**src/rtl/hazard_controller.sv**
```systemverilog
// hazard_controller: detects load-use and branch-operand hazards in ID,
// inserts one or two bubbles, flushes IF/ID on taken branches, freezes the
// pipeline while data memory is busy, and keeps saturating event counters
// plus a sticky memory-timeout flag.
module hazard_controller #(
   parameter int CNT_W   = 16,
   parameter int TIMEOUT = 255
) (
   input  logic             clk_i,
   input  logic             rst_i,
   input  logic [4:0]       IF_ID_Rs1_i,
   input  logic [4:0]       IF_ID_Rs2_i,
   input  logic             branch_i,
   input  logic             branch_taken_i,
   input  logic [4:0]       ID_EX_Rd_i,
   input  logic             ID_EX_MemRead_i,
   input  logic             ID_EX_RegWrite_i,
   input  logic             mem_stall_i,
   input  logic             clear_i,
   output logic             stall_o,
   output logic             pc_write_o,
   output logic             if_id_write_o,
   output logic             if_id_flush_o,
   output logic             freeze_o,
   output logic             timeout_o,
   output logic [CNT_W-1:0] bubble_cnt_o,
   output logic [CNT_W-1:0] flush_cnt_o,
   output logic [CNT_W-1:0] freeze_cnt_o
);

   localparam int WAIT_W = $clog2(TIMEOUT + 1);
   localparam logic [WAIT_W-1:0] WAIT_MAX  = WAIT_W'(TIMEOUT);
   localparam logic [WAIT_W-1:0] WAIT_LAST = WAIT_W'(TIMEOUT - 1);
   localparam logic [CNT_W-1:0]  CNT_MAX   = '1;
   localparam logic [CNT_W-1:0]  CNT_ONE   = CNT_W'(1);
   localparam logic [WAIT_W-1:0] WAIT_ONE  = WAIT_W'(1);

   typedef enum logic {
      RUN     = 1'b0,
      BUBBLE2 = 1'b1
   } stateT;

   stateT             state;
   stateT             nextState;
   logic              rdMatch;
   logic              loadUse;
   logic              branchAlu;
   logic [WAIT_W-1:0] waitCnt;

   // The EX destination only counts as a producer when it is not x0 and
   // matches one of the ID source registers.
   always_comb begin
      rdMatch   = (ID_EX_Rd_i != 5'd0) &&
                  ((ID_EX_Rd_i == IF_ID_Rs1_i) || (ID_EX_Rd_i == IF_ID_Rs2_i));
      loadUse   = ID_EX_MemRead_i && rdMatch;
      branchAlu = branch_i && ID_EX_RegWrite_i && !ID_EX_MemRead_i && rdMatch;
   end

   // State register; an asynchronous reset drops any pending second bubble.
   always_ff @(posedge clk_i or negedge rst_i) begin
      if (!rst_i) begin
         state <= RUN;
      end else begin
         state <= nextState;
      end
   end

   // Next state and pipeline controls: a memory freeze overrides everything,
   // then the pending bubble, then a fresh hazard, then a taken-branch flush.
   always_comb begin
      nextState     = state;
      stall_o       = 1'b0;
      pc_write_o    = 1'b1;
      if_id_write_o = 1'b1;
      if_id_flush_o = 1'b0;
      freeze_o      = 1'b0;
      if (mem_stall_i) begin
         freeze_o      = 1'b1;
         pc_write_o    = 1'b0;
         if_id_write_o = 1'b0;
      end else begin
         case (state)
            RUN: begin
               if (loadUse || branchAlu) begin
                  stall_o       = 1'b1;
                  pc_write_o    = 1'b0;
                  if_id_write_o = 1'b0;
                  if (loadUse && branch_i) begin
                     nextState = BUBBLE2;
                  end
               end else begin
                  if_id_flush_o = branch_i && branch_taken_i;
               end
            end
            BUBBLE2: begin
               stall_o       = 1'b1;
               pc_write_o    = 1'b0;
               if_id_write_o = 1'b0;
               nextState     = RUN;
            end
            default: begin
               nextState = RUN;
            end
         endcase
      end
   end

   // Saturating event counters; a clear wins over a same-cycle increment.
   always_ff @(posedge clk_i or negedge rst_i) begin
      if (!rst_i) begin
         bubble_cnt_o <= '0;
         flush_cnt_o  <= '0;
         freeze_cnt_o <= '0;
      end else if (clear_i) begin
         bubble_cnt_o <= '0;
         flush_cnt_o  <= '0;
         freeze_cnt_o <= '0;
      end else begin
         if (stall_o && (bubble_cnt_o != CNT_MAX)) begin
            bubble_cnt_o <= bubble_cnt_o + CNT_ONE;
         end
         if (if_id_flush_o && (flush_cnt_o != CNT_MAX)) begin
            flush_cnt_o <= flush_cnt_o + CNT_ONE;
         end
         if (freeze_o && (freeze_cnt_o != CNT_MAX)) begin
            freeze_cnt_o <= freeze_cnt_o + CNT_ONE;
         end
      end
   end

   // Run length of consecutive memory-busy cycles, held at TIMEOUT once
   // reached; clear does not touch it so an ongoing stall keeps counting.
   always_ff @(posedge clk_i or negedge rst_i) begin
      if (!rst_i) begin
         waitCnt <= '0;
      end else if (!mem_stall_i) begin
         waitCnt <= '0;
      end else if (waitCnt != WAIT_MAX) begin
         waitCnt <= waitCnt + WAIT_ONE;
      end
   end

   // Sticky timeout flag raised on the TIMEOUT-th consecutive busy cycle.
   always_ff @(posedge clk_i or negedge rst_i) begin
      if (!rst_i) begin
         timeout_o <= 1'b0;
      end else if (clear_i) begin
         timeout_o <= 1'b0;
      end else if (mem_stall_i && (waitCnt == WAIT_LAST)) begin
         timeout_o <= 1'b1;
      end
   end

endmodule
```
**config.mk**
```make
export PLATFORM = sky130hd
export DESIGN_NAME = hazard_controller
export DESIGN_NICKNAME = d
export VERILOG_FILES = /design/src/rtl/hazard_controller.sv
export SDC_FILE = /design/constraint.sdc
export NUM_CORES = 1
export LEC_CHECK = 0
export ABC_CLOCK_PERIOD_IN_PS = 2400
export BUFFER_PORTS_ARGS = -buffer_cell sky130_fd_sc_hd__buf_2
export CORE_ASPECT_RATIO = 1.2
export CORE_MARGIN = 2
export CORE_UTILIZATION = 32
export CTS_CLUSTER_SIZE = 25
export DETAILED_ROUTE_END_ITERATION = 7
export GPL_TIMING_DRIVEN = 0
export PLACE_DENSITY = 0.48
export SETUP_SLACK_MARGIN = 0.4
export SLEW_MARGIN = 0
export SYNTH_ARGS = -nofsm -noshare
export SYNTH_HDL_FRONTEND = slang
export SYNTH_SLANG_ARGS = --single-unit
```
**constraint.sdc**
```tcl
create_clock -name clk_i -period 2.4 [get_ports clk_i]
set_input_delay 0.24 -clock clk_i [delete_from_list [all_inputs] [get_ports clk_i]]
set_output_delay 0.24 -clock clk_i [all_outputs]
set_load 0.005 [all_outputs]
```
# Yosys cells after proc, flatten, opt, wreduce, memory -nomap -nowiden
# Index checks and enable logic that the tools add are counted.
# word_totals
out_inout_bits	54
wordCells	61
inputBits	23
ff_bits	58
# classes
n_addsub	4
muxes	23
n_bitwise	1
reduce_logical	19
n_eq_ne	8
# ops
op	n
16-bit 2-to-1 mux	6
16-bit by 1-bit adder with 16-bit output, second input constant	3
16-bit inequality test, second input constant	3
8-bit 2-to-1 mux	2
1-bit 2-to-1 mux	12
1-bit logical AND	11
5-bit == test	2
8-bit by 1-bit adder with 8-bit output, second input constant	1
8-bit == test, second input constant	1
8-bit inequality test, second input constant	1
2-bit nonzero test	4
1-bit one-hot mux with 2 select lines	3
5-bit nonzero test	1
1-bit logical OR	2
2-bit by 1-bit inequality test with 1-bit output, second input constant	1
1-bit logical NOT	1
1-bit inverter	1

# Longest topological paths before layout
# Gate-level depths: netlist of run 1.
# logic_depth
ltp_word	11
mapped_depth	8
ltp_nobuf	8

# Worst setup path before layout of run 1
# Ideal clock, no wire load.
# synth_path
kind	register to register
from	register bubble_cnt_o[0]
to	register bubble_cnt_o[5]
path_slack_ps	512
stages_incl_launch_ff	9
arrival_ps	1756
period_less_slack_ps	1888
setup_ps	132
t_required_ps	2268
n_path_buf	2
cell_sequence	dfrtp_1 -> ha_1 -> and2_0 -> clkbuf_1 -> a41o_1 -> buf_2 -> nor3_1 -> xnor2_1 -> nor2_1
# synth_between
elab_chain_cells	3
elab_cells_between_ends	6
cone_classes	1 x add/sub; 1 x eq/ne; 2 x mux; 2 x reduce/logical
# synth_rtl
element	line_no	rtl
from (decl)	26	output logic [CNT_W-1:0] bubble_cnt_o,
from (signal assigned)	120	bubble_cnt_o <= bubble_cnt_o + CNT_ONE;
16-bit by 1-bit adder with 16-bit output / 16-bit inequality test (equally long branches)	120, 119	
16-bit 2-to-1 mux / 1-bit logical AND (equally long branches)	119	if (stall_o && (bubble_cnt_o != CNT_MAX)) begin
16-bit 2-to-1 mux / 2-bit nonzero test (equally long branches)	--	
# Several ways; a longest one is shown, not always the timed one. The select of a mux whose other input is x is not followed.
# A chain may end at the register's enable or synchronous reset.

# Worst setup path in the final report of run 1
# layout_path
from	input ID_EX_Rd_i[1]
to	output stall_o
# layout_between
elab_chain_cells	8
elab_cells_between_ends	11
cone_classes	2 x eq/ne; 3 x mux; 6 x reduce/logical
# layout_rtl
element	line_no	rtl
from (decl)	15	input logic [4:0] ID_EX_Rd_i,
5-bit == test	54	((ID_EX_Rd_i == IF_ID_Rs1_i) || (ID_EX_Rd_i == IF_ID_Rs2_i));
1-bit logical OR	54	
1-bit logical AND *	53	rdMatch = (ID_EX_Rd_i != 5'd0) &&
1-bit logical AND (on tied branches)	55, 56	
1-bit logical OR *	84	if (loadUse || branchAlu) begin
1-bit 2-to-1 mux *	84	
1-bit one-hot mux with 2 select lines *	82	case (state)
1-bit 2-to-1 mux *	77	if (mem_stall_i) begin
to (decl)	20	output logic stall_o,
# Every way passes the cells marked *; elsewhere a longest branch is shown, timed or not.

==> results_dict.tcl, run 1 <==
set metrics [dict create \
    status "complete, no violations" \
    grt_use_total_pct 15.7 \
    gr-total-overflow 0 \
    mostFrequentLayoutCells "buf_2, nor2_1, dfrtp_1" \
    io_pins 77 \
    detail-route-antenna-nets 0 \
    hpwl_mm 5.67 \
    leakagePower_nw 1.90 \
    nNetsFinal 470 \
    final_common_cell "buf_2" \
    rsz0062_at_grt "true" \
    insertedDiodeCount 0 \
    cts_tree "yes" \
    rr_startpoint "flush_cnt_o[0]" \
    clk_latency_ns 0.33 \
    worstPathCellList "buf_2 > or4_1 > nor2_2 > nor2_1 > a21oi_4 > buf_4 > nor2_1 > buf_2" \
    clk_path_buf_depth 2 \
    drv_slew 0 \
    finalCritPeriodShare_pct 81.8 \
    dieWidth_um 94.9 \
    skew_ns 0.00768 \
    syn_avg_cell_area_um2 9.20 \
    gp_congestion 0.761 \
    hold-worst-slack_ns 0.298 \
    postSynth.asyncResetShare_pct 100 \
    r2r_cells 7 \
    htreeDepth 3 \
    routed_wl_mm 8.00 \
    crit_buf_inv 3 \
    critical_path_arrival_ns 1.72 \
    rows 39 \
    fmax_ghz 0.510 \
    fp.coreArea_mm2 0.00961 \
    cp_top_family "simple AND/OR/NAND/NOR gates" \
    route.detailed.wl_per_inst_um 14.0 \
    path_clk_slew_ns 0.05 \
    die_y_um 113 \
    fillers 948 \
    endpoint_kind "primary output" \
    vdd_ir_drop_max_uv 325 \
    clock-sinks 58 \
    area_delta_synth_final_pct 34.3 \
    fin_ws_ns 0.438 \
    min_period_ns 1.96 \
    clock-root-buffer "clkbuf_16" \
    synth_seq_area_share_pct 45.7 \
    cp_max_fo 10 \
    hold_viol_final 0 \
    tns_ns 0 \
    synth_top_area_share_pct 45.7 \
    tightestPinTransition_ns 0.663 \
    synthCells 345 \
    antenna_found_initial 0 \
    crit_slowest_cell "or4_1" \
    synth_top_cell_by_area "dfrtp_1" \
    syn_area_mm2 0.00317 \
    cp.required_ns 2.16 \
    vias 2810 \
    synth_nets 373 \
    grt_max_degree 32 \
    pre_cts_slack_ns 0.280 \
    initial_core_util_pct 33.0 \
    drt_iter0_drc 90 \
    holdCritPathClass "primary input to register" \
    synthFlopType "dfrtp_1" \
    slew_headroom_pct 55.8 \
    vias_per_cell 4.93 \
    regToRegEndpoint "flush_cnt_o[13]" \
    finalSetupViolCount 0 \
    grt_pass1_vias 2752 \
    powerDensity_mw_per_mm2 601 \
    die_area_mm2 0.0107 \
    drt_pass1_iterations 4 \
    synth_seq_cells 58 \
    synth_area_leaders "dfrtp_1, xnor2_1, nor2_1" \
    drive_gt1_share_pct 31.8 \
    port_buffers 74 \
    drc 0 \
    worst-path-stages 8 \
    cap_violations 0 \
    startpoint "ID_EX_Rd_i[1]" \
    post-route-util_pct 44.4 \
    slowest_delay_ns 0.54 \
    synth_edf_count 0 \
    rrSetupSlack_ns 0.52 \
    ys_types 45 \
    startpoint_type "primary input" \
    critPathCapture "stall_o" \
    grt_pass1_wl_mm 13.2 \
    ys_warn_count 0 \
    crit_type "primary input to primary output" \
    numCtsBuffers 9 \
]
[stage by stage]
| stage | cells | power (mW) | area [um^2] |
|---|---|---|---|
| 6_report | 570 | 2.56 | 4260 |
| 5_1_grt | 570 | 2.65 | 4260 |
| 4_1_cts | 564 | 2.58 | 4110 |
| 3_5_place_dp | 543 | 1.18 | 3720 |
| 3_3_place_gp | 542 | 1.18 | 3700 |
| 2_1_floorplan | 345 | 1.10 | 3170 |
[cells by family after synthesis]
| logic type | count (synthesis) | share of synthesized area [%] |
|---|---|---|
| AOI/OAI and AO/OA | 40 | 8.08 |
| xor gates and xnor gates | 48 | 13.2 |
| adders and majority gates | 5 | 1.97 |
| buffers and inverters | 18 | 2.80 |
| DFF | 58 | 45.7 |
| muxes | 3 | 0.946 |
| and+or+nand+nor | 173 | 27.2 |
[cells in the mapped netlist, types with 2 or more instances]
master / n
and3_1: 11
a211oi_1: 2
ha_1: 5
or2_2: 2
nand4_1: 15
buf_2: 2
nor4b_2: 2
clkbuf_1: 6
nand2_1: 28
xnor2_1: 37
nor4_1: 4
inv_1: 5
or3_1: 9
a21oi_1: 11
nand2b_1: 2
a31oi_1: 3
dfrtp_1: 58
mux2i_1: 3
nor2_1: 59
nor3_1: 14
xor2_1: 11
buf_4: 3
o21ai_0: 13
nand3_1: 17
and4_1: 3
[where the power goes]
group          switching [mW]  internal, mW  total [mW]  leakage (nW)
Clock                   0.452         0.932        1.38         0.156
Sequential             0.0123         0.989        1.00         0.803
Combinational           0.106        0.0691       0.175         0.945
Total                   0.570          1.99        2.56          1.90
[sequential cells by signal, indices dropped and copies added, names as in the netlist]
signal and count:
waitCnt 8, flush_cnt_o 16, bubble_cnt_o 16, timeout_o 1
freeze_cnt_o 16, state 1
[how the worst min path moves through the flow]
| stage | cells after the start | start | endpoint |
|---|---|---|---|
| floorplan | 0 | rst_i | bubble_cnt_o[0] |
| global placement | 1 | waitCnt[6] | waitCnt[6] |
| detailed placement | 1 | rst_i | waitCnt[3] |
| CTS | 3 | mem_stall_i | waitCnt[4] |
| global route | 4 | branch_i | state |
| finish | 3 | mem_stall_i | waitCnt[4] |
[repair_timing]
action | CTS | global route
cloned | 1 | 0
resized for setup | 6 | 28
endpoints found under the hold margin | 27 | 0
hold buffers | 1 | 0
setup endpoints to repair | 26 | 32
setup buffers | 3 | 6
pin swaps | 4 | 5
[worst register-to-register path, delay by kind of cell, from the launching register on]
| family | cells | cell delay [ns] |
|---|---|---|
| flip-flops | 1 | 0.41 |
| adder cells (fa/ha/maj) | 1 | 0.26 |
| AO/OA/AOI/OAI | 3 | 0.61 |
| AND/OR/NAND/NOR | 3 | 0.52 |
[metal layers]
metal	part of all wire, %	GRT usage [%]
met3	5.3	3.53
met1	45	20.1
met5	0	0
met2	48	25.4
met4	1.5	6.67
[layout make-up]
class / instances / area (um^2) / share of cell area (%)
clock buffers: 11 / 243 / 5.69
well taps: 123 / 154 / 3.61
clock inverters: 5 / 77.6 / 1.82
flip-flops and latches: 58 / 1450 / 34.1
plain buffers: 12 / 73.8 / 1.73
inverters: 6 / 22.5 / 0.528
multi-input cells: 270 / 1770 / 41.5
repair buffers: 85 / 468 / 11.0
(Power assumes the default switching activity.)
==> run 2, diff against run 1 <==
--- a/config.mk
+++ b/config.mk
@@ -5,7 +5,7 @@
 export SDC_FILE = /design/constraint.sdc
 export NUM_CORES = 1
 export LEC_CHECK = 0
-export ABC_CLOCK_PERIOD_IN_PS = 2400
+export ABC_CLOCK_PERIOD_IN_PS = 2000
 export BUFFER_PORTS_ARGS = -buffer_cell sky130_fd_sc_hd__buf_2
 export CORE_ASPECT_RATIO = 1.2
 export CORE_MARGIN = 2
==> constraint.sdc (replaced) <==
create_clock -name clk_i -period 2 [get_ports clk_i]
set_input_delay 0.2 -clock clk_i [delete_from_list [all_inputs] [get_ports clk_i]]
set_output_delay 0.2 -clock clk_i [all_outputs]
set_load 0.005 [all_outputs]
==> results_dict.tcl, run 2 (synthesis results as in run 1) <==
set metrics [dict create \
    status "complete, no violations" \
    p_switching_uw 700 \
    numCtsBuffers 9 \
    skew_ns 0.00916 \
    stdcell_count 622 \
    path_clk_slew_ns 0.05 \
    htreeDepth 3 \
    clock-sinks 58 \
    routed-wl-met2_mm 4.81 \
    tns_ns 0 \
    initial_core_util_pct 33.0 \
    routed.top_layer "met4" \
    cts_tree "yes" \
    final_common_cell "buf_2" \
    clkPwrFrac_pct 51.6 \
    io_pins 77 \
    grt_pass1_vias 3034 \
    detail-route-antenna-nets 0 \
    wl_met3_um 395 \
    holdCritPathClass "primary input to register" \
    clk_latency_ns 0.33 \
    drt_pass1_iterations 4 \
    crit_type "register to register" \
    drt_iter0_drc 79 \
    cp_max_fo 4 \
    wl_met1_mm 3.95 \
    drive_gt1_share_pct 49.3 \
    gr-total-overflow 0 \
    slew_headroom_pct 48.8 \
    area_delta_synth_final_pct 63.7 \
    p_int_mw 2.43 \
    finalSetupViolCount 0 \
    mostFrequentLayoutCells "buf_2, dfrtp_1, buf_4" \
    die_area_mm2 0.0107 \
    worstPathCellList "and3_4 > and3_4 > a211oi_4 > o211ai_1 > or3_1 > a21oi_1" \
    dp.cells 542 \
    route.detailed.wl_per_inst_um 14.9 \
    vias_per_cell 5.01 \
    grt_max_degree 59 \
    antenna_found_initial 0 \
    dieWidth_um 94.9 \
    vias 3118 \
    endpoint_kind "register" \
    gp_congestion 0.768 \
    port_buffers 74 \
    rows 39 \
    grt_pass1_wl_mm 14.8 \
    routed_wl_mm 9.27 \
    hold_viol_final 0 \
    crit_slowest_cell "dfrtp_1" \
    hpwl_mm 5.61 \
    grt_use_total_pct 17.7 \
    cap_violations 0 \
    combPwrFrac_pct 10.2 \
    finalCritPeriodShare_pct 88.5 \
    insertedDiodeCount 0 \
    top_regs "bubble_cnt_o x16, flush_cnt_o x16, freeze_cnt_o x16" \
    cp.required_ns 2.24 \
    fmax_ghz 0.565 \
    fin_ws_ns 0.229 \
    tightestPinTransition_ns 0.768 \
    slowest_delay_ns 0.38 \
    critPathMostFrequentCell "and3_4" \
    die_y_um 113 \
    power_mw 3.13 \
    rrSetupSlack_ns 0.23 \
    sw_frac_of_total_pct 22.4 \
    nNetsFinal 522 \
    min_period_ns 1.77 \
    pre_cts_slack_ns -0.0307 \
    fp.coreArea_mm2 0.00961 \
    drv_slew 0 \
    rsz0062_at_grt "true" \
    post-route-util_pct 54.1 \
    clock-root-buffer "clkbuf_16" \
    startpoint_type "register" \
    clk_path_buf_depth 2 \
    powerDensity_mw_per_mm2 603 \
    vdd_ir_drop_max_uv 303 \
    p_seq_share_pct 38.2 \
    critical_path_arrival_ns 2.01 \
    leakagePower_nw 2.40 \
    drc 0 \
]
## run 2: changes by cell type in the layout (fill, tap and decap cells not counted), sizes merged
cell	previous run	this run
clkinv	2	0
nand2	28	29
clkbuf	16	21
bufinv	2	1
buf	91	141
clkinvlp	1	0
## run 2: layout make-up
| type | instances | area (um^2) |
|---|---|---|
| Fill cell | 866 | 4420 |
| Multi-Input combinational cell | 271 | 2200 |
| Sequential cell | 58 | 1460 |
| Timing Repair Buffer | 136 | 938 |
| Clock buffer | 15 | 288 |
| Tap cell | 123 | 154 |
| Buffer | 12 | 105 |
| Clock inverter | 1 | 30.0 |
| Inverter | 6 | 22.5 |
## run 2: worst max-delay path: cells and delay by family (launching register included)
family | cells | cell delay [ns]
and+or+nand+nor | 3 | 0.76
AOI/OAI and AO/OA | 3 | 0.55
DFF | 1 | 0.38
## run 2: timing repair
action / in CTS / in global routing
hold buffers: 1 / 0
endpoints found under the hold margin: 19 / 0
cloned: 2 / 1
resized for setup: 57 / 50
buffers inserted: 43 / 17
pin swaps: 34 / 59
setup endpoints to repair: 53 / 51
## run 2: metal layers
layer  vias to the layer above  GRT usage, %
met1                      1536          22.7
li1                       1509             -
met4                         0          5.51
met5                         -             0
met2                        62          29.3
met3                        11          4.39
## run 2: power groups by stage
stage	Clock (mW)	Sequential, mW	Combinational [mW]
after floorplan	0	1.22	0.122
final	1.62	1.20	0.319
after detailed placement	0	1.22	0.216
after global routing	1.73	1.20	0.347
after global placement	0	1.22	0.213
after CTS	1.66	1.20	0.281
## run 2: final timing paths
kind | from | endpoint | depth (start not counted)
max | flush_cnt_o[11] | flush_cnt_o[13] | 6
min | ID_EX_MemRead_i | state | 4
max reg2reg | flush_cnt_o[11] | flush_cnt_o[13] | 6
min reg2reg | timeout_o | timeout_o | 2
max in group asynchronous | rst_i | bubble_cnt_o[3] | 2
min in group asynchronous | rst_i | flush_cnt_o[6] | 2
## run 2: through the flow
stage | instance area (um^2) | hold WS, ns
after floorplan | 3360 | -0.0956
after global placement | 3880 | 0.495
after detailed placement | 3890 | 0.345
after CTS | 4800 | 0.270
after global routing | 5200 | 0.293
final | 5200 | 0.279
==> run 3, diff against run 2 <==
--- a/config.mk
+++ b/config.mk
@@ -9,11 +9,11 @@
 export BUFFER_PORTS_ARGS = -buffer_cell sky130_fd_sc_hd__buf_2
 export CORE_ASPECT_RATIO = 1.2
 export CORE_MARGIN = 2
-export CORE_UTILIZATION = 32
+export CORE_UTILIZATION = 54
 export CTS_CLUSTER_SIZE = 25
 export DETAILED_ROUTE_END_ITERATION = 7
 export GPL_TIMING_DRIVEN = 0
-export PLACE_DENSITY = 0.48
+export PLACE_DENSITY = 0.76
 export SETUP_SLACK_MARGIN = 0.4
 export SLEW_MARGIN = 0
 export SYNTH_ARGS = -nofsm -noshare
==> results_dict.tcl, run 3 (synthesis results as in run 1) <==
set metrics [dict create \
    status "complete, no violations" \
    final_common_cell "buf_2" \
    vias_per_cell 5.68 \
    rsz0062_at_grt "true" \
    drc 0 \
    htreeDepth 3 \
    holdCritPathClass "primary input to register" \
    fillers 266 \
    die_area_mm2 0.00651 \
    vdd_ir_drop_max_uv 615 \
    worstPathCellList "and4_4 > and4_4 > nand4_1 > o21ai_4 > nor3_2 > xnor2_1 > nor2_1" \
    top_regs "bubble_cnt_o x16, flush_cnt_o x16, freeze_cnt_o x16" \
    fp.coreArea_mm2 0.00567 \
    grt_pass1_wl_mm 14.4 \
    cp.required_ns 2.22 \
    numCtsBuffers 9 \
    critical_path_arrival_ns 2.08 \
    nNetsFinal 524 \
    finalCritPeriodShare_pct 93.0 \
    antenna_found_initial 0 \
    slowest_delay_ns 0.37 \
    leakagePower_nw 2.29 \
    min_period_ns 1.86 \
    p_seq_share_pct 46.8 \
    drive_gt1_share_pct 49.5 \
    tightestPinTransition_ns 0.748 \
    startpoint_type "register" \
    slew_headroom_pct 50.1 \
    grt_pass1_vias 2985 \
    io_pins 77 \
    port_buffers 74 \
    hold_viol_final 0 \
    stdcell_area_mm2 0.00496 \
    drv_slew 0 \
    dieWidth_um 74.0 \
    clock-sinks 58 \
    cp_max_fo 5 \
    postPlaceCellArea_mm2 0.00383 \
    initial_core_util_pct 56.0 \
    clk_path_buf_depth 2 \
    critPathMostFrequentCell "and4_4" \
    stdcell_count 581 \
    area_delta_synth_final_pct 56.2 \
    sw_frac_of_total_pct 26.2 \
    gr-total-overflow 0 \
    grt_max_degree 59 \
    crit_type "register to register" \
    p_int_mw 1.88 \
    endpoint_kind "register" \
    die_y_um 88.0 \
    fmax_ghz 0.538 \
    rows 30 \
    path_clk_slew_ns 0.07 \
    clk_latency_ns 0.36 \
    gp_congestion 0.858 \
    insertedDiodeCount 0 \
    route.detailed.wl_per_inst_um 17.4 \
    combPwrFrac_pct 11.7 \
    vias 3302 \
    dp.cells 499 \
    clkPwrFrac_pct 41.5 \
    crit_slowest_cell "dfrtp_2" \
    cts_tree "yes" \
    drt_iter0_drc 177 \
    powerDensity_mw_per_mm2 515 \
    p_switching_uw 670 \
    skew_ns 0.00628 \
    mostFrequentLayoutCells "buf_2, buf_4, dfrtp_1" \
    cap_violations 0 \
    routed_wl_mm 10.1 \
    finalSetupViolCount 0 \
    clock-root-buffer "clkbuf_8" \
    grt_use_total_pct 29.2 \
    detail-route-antenna-nets 0 \
    drt_pass1_iterations 5 \
    hpwl_mm 5.06 \
]
==> run 3: changes by cell type in the layout (fill, tap and decap cells not counted), sizes merged <==
cell      previous run  this run
buf                141       143
clkinv               0         4
clkbuf              21        16
clkinvlp             0         1
==> run 3: repair_timing <==
action	CTS	global route
setup endpoints to repair	52	53
hold buffers	0	1
resized for setup	64	36
hold endpoints to repair	0	58
setup buffers	42	20
cloned	2	1
pin swaps	46	30
==> run 3: path summary, 6_finish.rpt <==
check                           slack [ns]  depth (start not counted)       startpoint          endpoint
worst min-delay path                  0.24                          2          clear_i  bubble_cnt_o[10]
max in group asynchronous             1.00                          2            rst_i   bubble_cnt_o[4]
worst max-delay path                  0.14                          7  freeze_cnt_o[7]   freeze_cnt_o[5]
worst min register to register        0.51                          2        timeout_o         timeout_o
worst max register to register        0.14                          7  freeze_cnt_o[7]   freeze_cnt_o[5]
min in group asynchronous             0.44                          2            rst_i   flush_cnt_o[10]
==> run 3: final cells by class <==
type                            instances  area, um^2  area share [%]
Multi-Input combinational cell        271        2160            43.5
Sequential cell                        58        1460            29.5
Timing Repair Buffer                  138         930            18.8
Clock buffer                           10         128            2.57
Tap cell                               80         100            2.02
Buffer                                 12        98.8            1.99
Clock inverter                          6        57.6            1.16
Inverter                                6        22.5           0.454
==> run 3: worst max-delay path: cells and delay by family (launching register included) <==
kind	cells	cell delay (ns)
AO/OA/AOI/OAI	1	0.34
XOR/XNOR	1	0.20
flip-flops	1	0.37
AND/OR/NAND/NOR	5	0.81
==> run 3: power groups by stage <==
stage,clock network (mW),registers [mW],logic [mW]
final,1.06,1.19,0.298
after CTS,1.05,1.19,0.274
after floorplan,0,1.22,0.122
after global placement,0,1.22,0.205
after global routing,1.12,1.20,0.322
after detailed placement,0,1.22,0.208
==> run 3: per-stage QoR <==
| step | setup TNS [ns] | util (%) | hold slack, ns | power (mW) | worst slack, ns |
|---|---|---|---|---|---|
| final | 0 | 87.5 | 0.241 | 2.55 | 0.140 |
| after global routing | 0 | 87.5 | 0.279 | 2.63 | 0.0760 |
| after CTS | 0 | 82.1 | 0.192 | 2.52 | 0.275 |
| after detailed placement | -0.0970 | 67.6 | 0.494 | 1.43 | -0.0745 |
| after global placement | -0.00316 | 67.6 | 0.491 | 1.43 | -0.00316 |
| after floorplan | 0 | - | -0.0956 | 1.34 | 0.269 |
==> run 3: routing by layer <==
layer | track usage [%] | share of wire, % | vias to the layer above
met2 | 51.1 | 53 | 144
met5 | 0 | 0 | -
met4 | 10.2 | 3.1 | 0
met3 | 6.90 | 5.7 | 27
li1 | - | - | 1505
met1 | 34.9 | 38 | 1626
